File: config.mk
export PLATFORM = sky130hd
export DESIGN_NAME = mem_port_arbiter
export DESIGN_NICKNAME = d
export VERILOG_FILES = /design/src/rtl/mem_port_arbiter.sv
export SDC_FILE = /design/constraint.sdc
export NUM_CORES = 1
export LEC_CHECK = 0
export ABC_AREA = 1
export CAP_MARGIN = 20
export CORE_AREA = 2 2 128 130
export DETAILED_ROUTE_END_ITERATION = 6
export DIE_AREA = 0 0 130 132
export GPL_TIMING_DRIVEN = 0
export PLACE_DENSITY = 0.75
export SYNTH_ARGS = -nofsm -noshare
export SYNTH_HDL_FRONTEND = slang
export SYNTH_SLANG_ARGS = --single-unit
File: constraint.sdc
create_clock -name clk -period 2.87 [get_ports clk]
set_input_delay 0.4305 -clock clk [delete_from_list [all_inputs] [get_ports clk]]
set_output_delay 0.4305 -clock clk [all_outputs]
set_load 0.1 [all_outputs]
File: src/rtl/mem_port_arbiter.sv
// Arbitrates the fetch and load/store ports onto the single 4-bank data memory,
// sequencing each access through the memory's one-cycle synchronous read.
`timescale 1ns/1ps

module mem_port_arbiter #(
    parameter int ADDR_W       = 10,
    parameter int STARVE_LIMIT = 4
) (
    input  logic              clk,
    input  logic              reset,

    input  logic              if_req,
    input  logic [ADDR_W-1:0] if_addr,
    output logic              if_gnt,
    output logic              if_rvalid,
    output logic [31:0]       if_rdata,

    input  logic              d_req,
    input  logic              d_we,
    input  logic [ADDR_W-1:0] d_addr,
    input  logic [31:0]       d_wdata,
    input  logic [1:0]        d_size,
    input  logic              d_unsigned,
    output logic              d_gnt,
    output logic              d_rvalid,
    output logic [31:0]       d_rdata,
    output logic              d_done,

    output logic [ADDR_W-1:0] mem_address,
    output logic [31:0]       mem_in,
    output logic              mem_wren,
    output logic [1:0]        mem_width,
    input  logic [31:0]       mem_out
);

    localparam int SC_W = $clog2(STARVE_LIMIT + 1);
    localparam logic [SC_W-1:0] STARVE_MAX = SC_W'(STARVE_LIMIT);

    typedef enum logic [2:0] {
        IDLE,
        ACCESS,
        RWAIT,
        RESP,
        WDONE
    } state_t;

    state_t state, state_next;

    logic [SC_W-1:0]   starve_cnt;
    logic [ADDR_W-1:0] lat_addr;
    logic              lat_we;
    logic [1:0]        lat_size;
    logic              lat_unsigned;
    logic [31:0]       lat_wdata;
    logic              lat_fetch;

    logic [31:0]       if_rdata_q;
    logic [31:0]       d_rdata_q;
    logic [31:0]       load_ext;
    logic [1:0]        width_enc;

    assign width_enc = lat_size[1] ? 2'b11 : lat_size;

    // State register only; everything the FSM drives is decoded below.
    always_ff @(posedge clk) begin
        if (reset) begin
            state <= IDLE;
        end else begin
            state <= state_next;
        end
    end

    // Arbitration, next state and memory-side outputs. Reset masks every
    // output so that a store caught in ACCESS never reaches the memory.
    always_comb begin
        state_next  = state;
        if_gnt      = 1'b0;
        d_gnt       = 1'b0;
        if_rvalid   = 1'b0;
        d_rvalid    = 1'b0;
        d_done      = 1'b0;
        mem_address = '0;
        mem_in      = '0;
        mem_wren    = 1'b0;
        mem_width   = 2'b00;

        case (state)
            IDLE: begin
                if (if_req && d_req) begin
                    if (starve_cnt == STARVE_MAX) begin
                        if_gnt = 1'b1;
                    end else begin
                        d_gnt = 1'b1;
                    end
                end else if (if_req) begin
                    if_gnt = 1'b1;
                end else if (d_req) begin
                    d_gnt = 1'b1;
                end
                if (if_gnt || d_gnt) begin
                    state_next = ACCESS;
                end
            end
            ACCESS: begin
                mem_address = lat_addr;
                mem_in      = lat_wdata;
                mem_width   = width_enc;
                mem_wren    = lat_we;
                state_next  = lat_we ? WDONE : RWAIT;
            end
            RWAIT: begin
                mem_address = lat_addr;
                mem_in      = lat_wdata;
                mem_width   = width_enc;
                state_next  = RESP;
            end
            RESP: begin
                if (lat_fetch) begin
                    if_rvalid = 1'b1;
                end else begin
                    d_rvalid = 1'b1;
                end
                state_next = IDLE;
            end
            WDONE: begin
                d_done     = 1'b1;
                state_next = IDLE;
            end
            default: begin
                state_next = IDLE;
            end
        endcase

        if (reset) begin
            if_gnt      = 1'b0;
            d_gnt       = 1'b0;
            if_rvalid   = 1'b0;
            d_rvalid    = 1'b0;
            d_done      = 1'b0;
            mem_address = '0;
            mem_in      = '0;
            mem_wren    = 1'b0;
            mem_width   = 2'b00;
        end
    end

    // Memory returns the addressed byte in [31:24], so narrow loads take the top bits.
    always_comb begin
        load_ext = mem_out;
        case (lat_size)
            2'b00:   load_ext = {{24{~lat_unsigned & mem_out[31]}}, mem_out[31:24]};
            2'b01:   load_ext = {{16{~lat_unsigned & mem_out[31]}}, mem_out[31:16]};
            default: load_ext = mem_out;
        endcase
    end

    // Request capture and starvation tracking. A fetch is latched as a word load.
    always_ff @(posedge clk) begin
        if (reset) begin
            starve_cnt   <= '0;
            lat_addr     <= '0;
            lat_we       <= 1'b0;
            lat_size     <= 2'b00;
            lat_unsigned <= 1'b0;
            lat_wdata    <= '0;
            lat_fetch    <= 1'b0;
        end else if (if_gnt) begin
            starve_cnt   <= '0;
            lat_addr     <= if_addr;
            lat_we       <= 1'b0;
            lat_size     <= 2'b10;
            lat_unsigned <= 1'b1;
            lat_wdata    <= '0;
            lat_fetch    <= 1'b1;
        end else if (d_gnt) begin
            if (if_req) begin
                starve_cnt <= (starve_cnt == STARVE_MAX) ? starve_cnt : starve_cnt + SC_W'(1);
            end else begin
                starve_cnt <= '0;
            end
            lat_addr     <= d_addr;
            lat_we       <= d_we;
            lat_size     <= d_size;
            lat_unsigned <= d_unsigned;
            lat_wdata    <= d_wdata;
            lat_fetch    <= 1'b0;
        end
    end

    // Each port keeps its last completed load until the next one on that port.
    always_ff @(posedge clk) begin
        if (reset) begin
            if_rdata_q <= '0;
            d_rdata_q  <= '0;
        end else if (state == RWAIT) begin
            if (lat_fetch) begin
                if_rdata_q <= mem_out;
            end else begin
                d_rdata_q <= load_ext;
            end
        end
    end

    assign if_rdata = reset ? 32'h0 : if_rdata_q;
    assign d_rdata  = reset ? 32'h0 : d_rdata_q;

endmodule

==> results.cfg <==
[sta]
rsz0062_at_grt = false
max_slew.worst_pin.slew_ns = 1.032
fmax_ghz = 0.3583
min_period_ns = 2.791
setup_viol = 0
setup_tns_ns = 0
fin_crit_sh = 0.9725
final_max_slew_viol_count = 0
skew_ns = 0.007913
relSlewSlack = 0.3111
timing_hold_violations_final = 0

[power_and_ir_drop]
p_seq_frac = 0.366
power_switching_mw = 1.501
power_frac_clock = 0.417
p_sw_frac = 0.3121
internal_power_mw = 3.308
power.total_mw = 4.809
p_per_area_nw_per_um2 = 587.8
max-vdd-ir-drop_mv = 0.3885
p_leak_nw = 3.730
p_comb_frac = 0.217

[clock_network]
cts-root-buf = clkbuf_16
cts_setup_buffers = 0
numCtsBuffers = 17
clock-sinks = 117
cts_tree = built
clk_path_buf_depth = 2
ctsHtreeMaxLevel = 4
clk_pin_slew_ns = 0.06
clock_latency_ns = 0.42

[yosys]
ys_ff_latch = 117
netlist.top_cell.by_area = dfxtp_1
synth_area_sq_um = 5455
synth_top_area_frac = 0.4294
synth_area_leaders = dfxtp_1, a21oi_1, o21ai_0
ys_types = 30
syn_avg_cell_area_sq_um = 6.871
synthCells = 794
ys_seq_area_frac = 0.4294
synthesis.nets = 888
synthFlopType = dfxtp_1
synth_edf_count = 0
synthArstFlopShare = 0
yosysWarningCount = 0

[floorplan]
rows = 46
io_pins = 206
dieWidth_um = 130
start_util = 0.3472
die_area_sq_um = 17160
core_area_sq_um = 15710
dieHeight_um = 132

[worst_setup_path]
crit_fanout = 10
crit_buf_inv = 4
required_ns = 2.44
critPathKind = primary input to output pin
crit_family = buffers and inverters
cp-start-kind = primary input
crit_chain = buf_6 -> buf_2 -> buf_1 -> nor2_1 -> clkdlybuf4s50_1
arrival_ns = 2.36
cpMaxStageDelayCell = clkdlybuf4s50_1
crit_path_end_kind = output pin
cp_slowest_stage_delay_ns = 1.15

[route]
drt_iter0_markers = 384
routed_wl_um = 18440
vias = 5929
drc_errors = 0
viasPerCell = 4.762
antenna_left = 0
wl_per_cell_um = 14.81
drt_first_pass_iters = 6

[min_path]
hold_class = primary input to flop

[final_layout]
nNetsFinal = 1111
antenna_cells = 0
fill_cells = 1563
seqCellArea_sq_um = 2342
areaGrowthSynthToFinish_pct = 49.98
drive_gt1_frac = 0.1263
multiInputGateArea_sq_um = 2323

[global_route]
grt_pass1_vias = 5695
grt_overflow = 0
grt_pass1_wl_um = 28730
antenna_found_initial = 0
grt_usage = 0.2156
grt_max_degree = 17

[place]
io_buffers = 204
dp_hpwl_um = 13850
gp_congestion = 0.8684

[run]
maxCapViolCount = 0

[status]
outcome = finished, final reports clean
## logic make-up after synthesis
kind of cell	Yosys count	share of synthesized area
adders and majority gates	2	0.004586
and+or+nand+nor	235	0.1849
xor gates and xnor gates	1	0.001606
AOI/OAI and AO/OA	244	0.2316
DFF	117	0.4294
buffers and inverters	195	0.1479
## flip-flops by register name, indices dropped and copies added, names as in the netlist, 2 cells and up
name and cells:
d_rdata_q 32, if_rdata_q 32, lat_addr 10, lat_size 2
lat_wdata 32, starve_cnt 3, state 3
## area by class of cell
cell class | instances | share of cell area
well taps | 216 | 0.03303
repair buffers | 204 | 0.2311
inverters | 144 | 0.06637
multi-input cells | 482 | 0.2840
plain buffers | 51 | 0.03227
clock buffers | 20 | 0.05337
flip-flops and latches | 117 | 0.2863
clock inverters | 11 | 0.01361
## what timing repair did
action / in CTS / in global routing
hold buffers: 0 / 0
setup endpoints to repair: 48 / 60
resized for setup: 155 / 93
hold endpoints to repair: 0 / 0
## cell usage in the layout (no fill, tap or decap), types with 2 or more instances in the layout
cell,count
a21boi_0,6
a21boi_1,3
a21oi_1,109
buf_1,7
buf_2,59
buf_4,4
buf_6,4
bufinv_16,2
clkbuf_1,17
clkbuf_16,17
clkbuf_2,5
clkdlybuf4s15_2,3
clkdlybuf4s50_1,132
clkinv_2,7
dfxtp_1,117
dlygate4sd2_1,2
dlymetal6s2s_1,24
ha_1,2
inv_1,134
inv_2,8
nand2_1,55
nand2_2,5
nand2_4,3
nand3_1,21
nand4_1,11
nor2_1,130
nor2_2,2
nor2_4,2
nor3_2,3
o21a_1,8
o21ai_0,105
o21ai_1,13
## Yosys cell counts, types with 2 or more instances
| cell | number |
|---|---|
| inv_1 | 134 |
| nor2_1 | 130 |
| dfxtp_1 | 117 |
| a21oi_1 | 109 |
| o21ai_0 | 105 |
| nand2_1 | 56 |
| nand3_1 | 21 |
| buf_2 | 19 |
| clkbuf_1 | 14 |
| o21ai_1 | 13 |
| nand4_1 | 11 |
| inv_2 | 8 |
| o21a_1 | 8 |
| buf_1 | 7 |
| a21boi_0 | 6 |
| buf_4 | 4 |
| buf_6 | 4 |
| nand2_2 | 4 |
| nor3_1 | 4 |
| a21boi_1 | 3 |
| clkbuf_2 | 3 |
| nand2_4 | 3 |
| ha_1 | 2 |
| nor2_2 | 2 |
| nor2_4 | 2 |
## routing by layer
metal  wire (um)  GRT usage  up-vias
li1            -          -     2961
met2        8847     0.3578      264
met4         442    0.07587        0
met3        1689    0.08401       29
met5           0          0        -
met1        7465     0.2516     2675
## worst paths after layout
kind         slack [ns]            end     startpoint  cells past startpoint
max                0.08    if_rdata[8]          reset                      5
min                0.35   d_rdata_q[0]          reset                      3
max reg2reg        1.12    lat_addr[6]  starve_cnt[0]                      9
min reg2reg        0.45  lat_wdata[26]  lat_wdata[26]                      2
## stage by stage
| stage | hold slack, ns | setup slack, ns | utilization | instances | instance area (sq um) |
|---|---|---|---|---|---|
| floorplan | 0.4294 | 0.2141 | - | 794 | 5470 |
| global placement | 0.4364 | -0.4288 | 0.4953 | 1214 | 7782 |
| detailed placement | 0.4443 | -0.4261 | 0.4953 | 1214 | 7782 |
| CTS | 0.3395 | 0.009691 | 0.5303 | 1245 | 8333 |
| global route | 0.3577 | 0.001918 | 0.5207 | 1245 | 8182 |
| finish | 0.3532 | 0.07899 | 0.5207 | 1245 | 8182 |
## power groups by stage
| stage | Combinational, mW | Clock (mW) | Sequential [mW] |
|---|---|---|---|
| 3_5_place_dp | 1.05 | 0 | 1.79 |
| 2_1_floorplan | 0.704 | 0 | 1.79 |
| 3_3_place_gp | 1.04 | 0 | 1.79 |
| 4_1_cts | 1.05 | 2.03 | 1.76 |
| 6_report | 1.05 | 2.00 | 1.76 |
| 5_1_grt | 1.13 | 2.11 | 1.77 |
## worst reg2reg max path: stages (launching register included)
cell,delay [ns]
dfxtp_1,0.35
inv_1,0.08
ha_1,0.22
nand3_2,0.14
nand4_2,0.28
buf_2,0.30
nand3_1,0.10
nand3_1,0.07
nand2_1,0.07
inv_1,0.04
(Power assumes the default switching activity.)
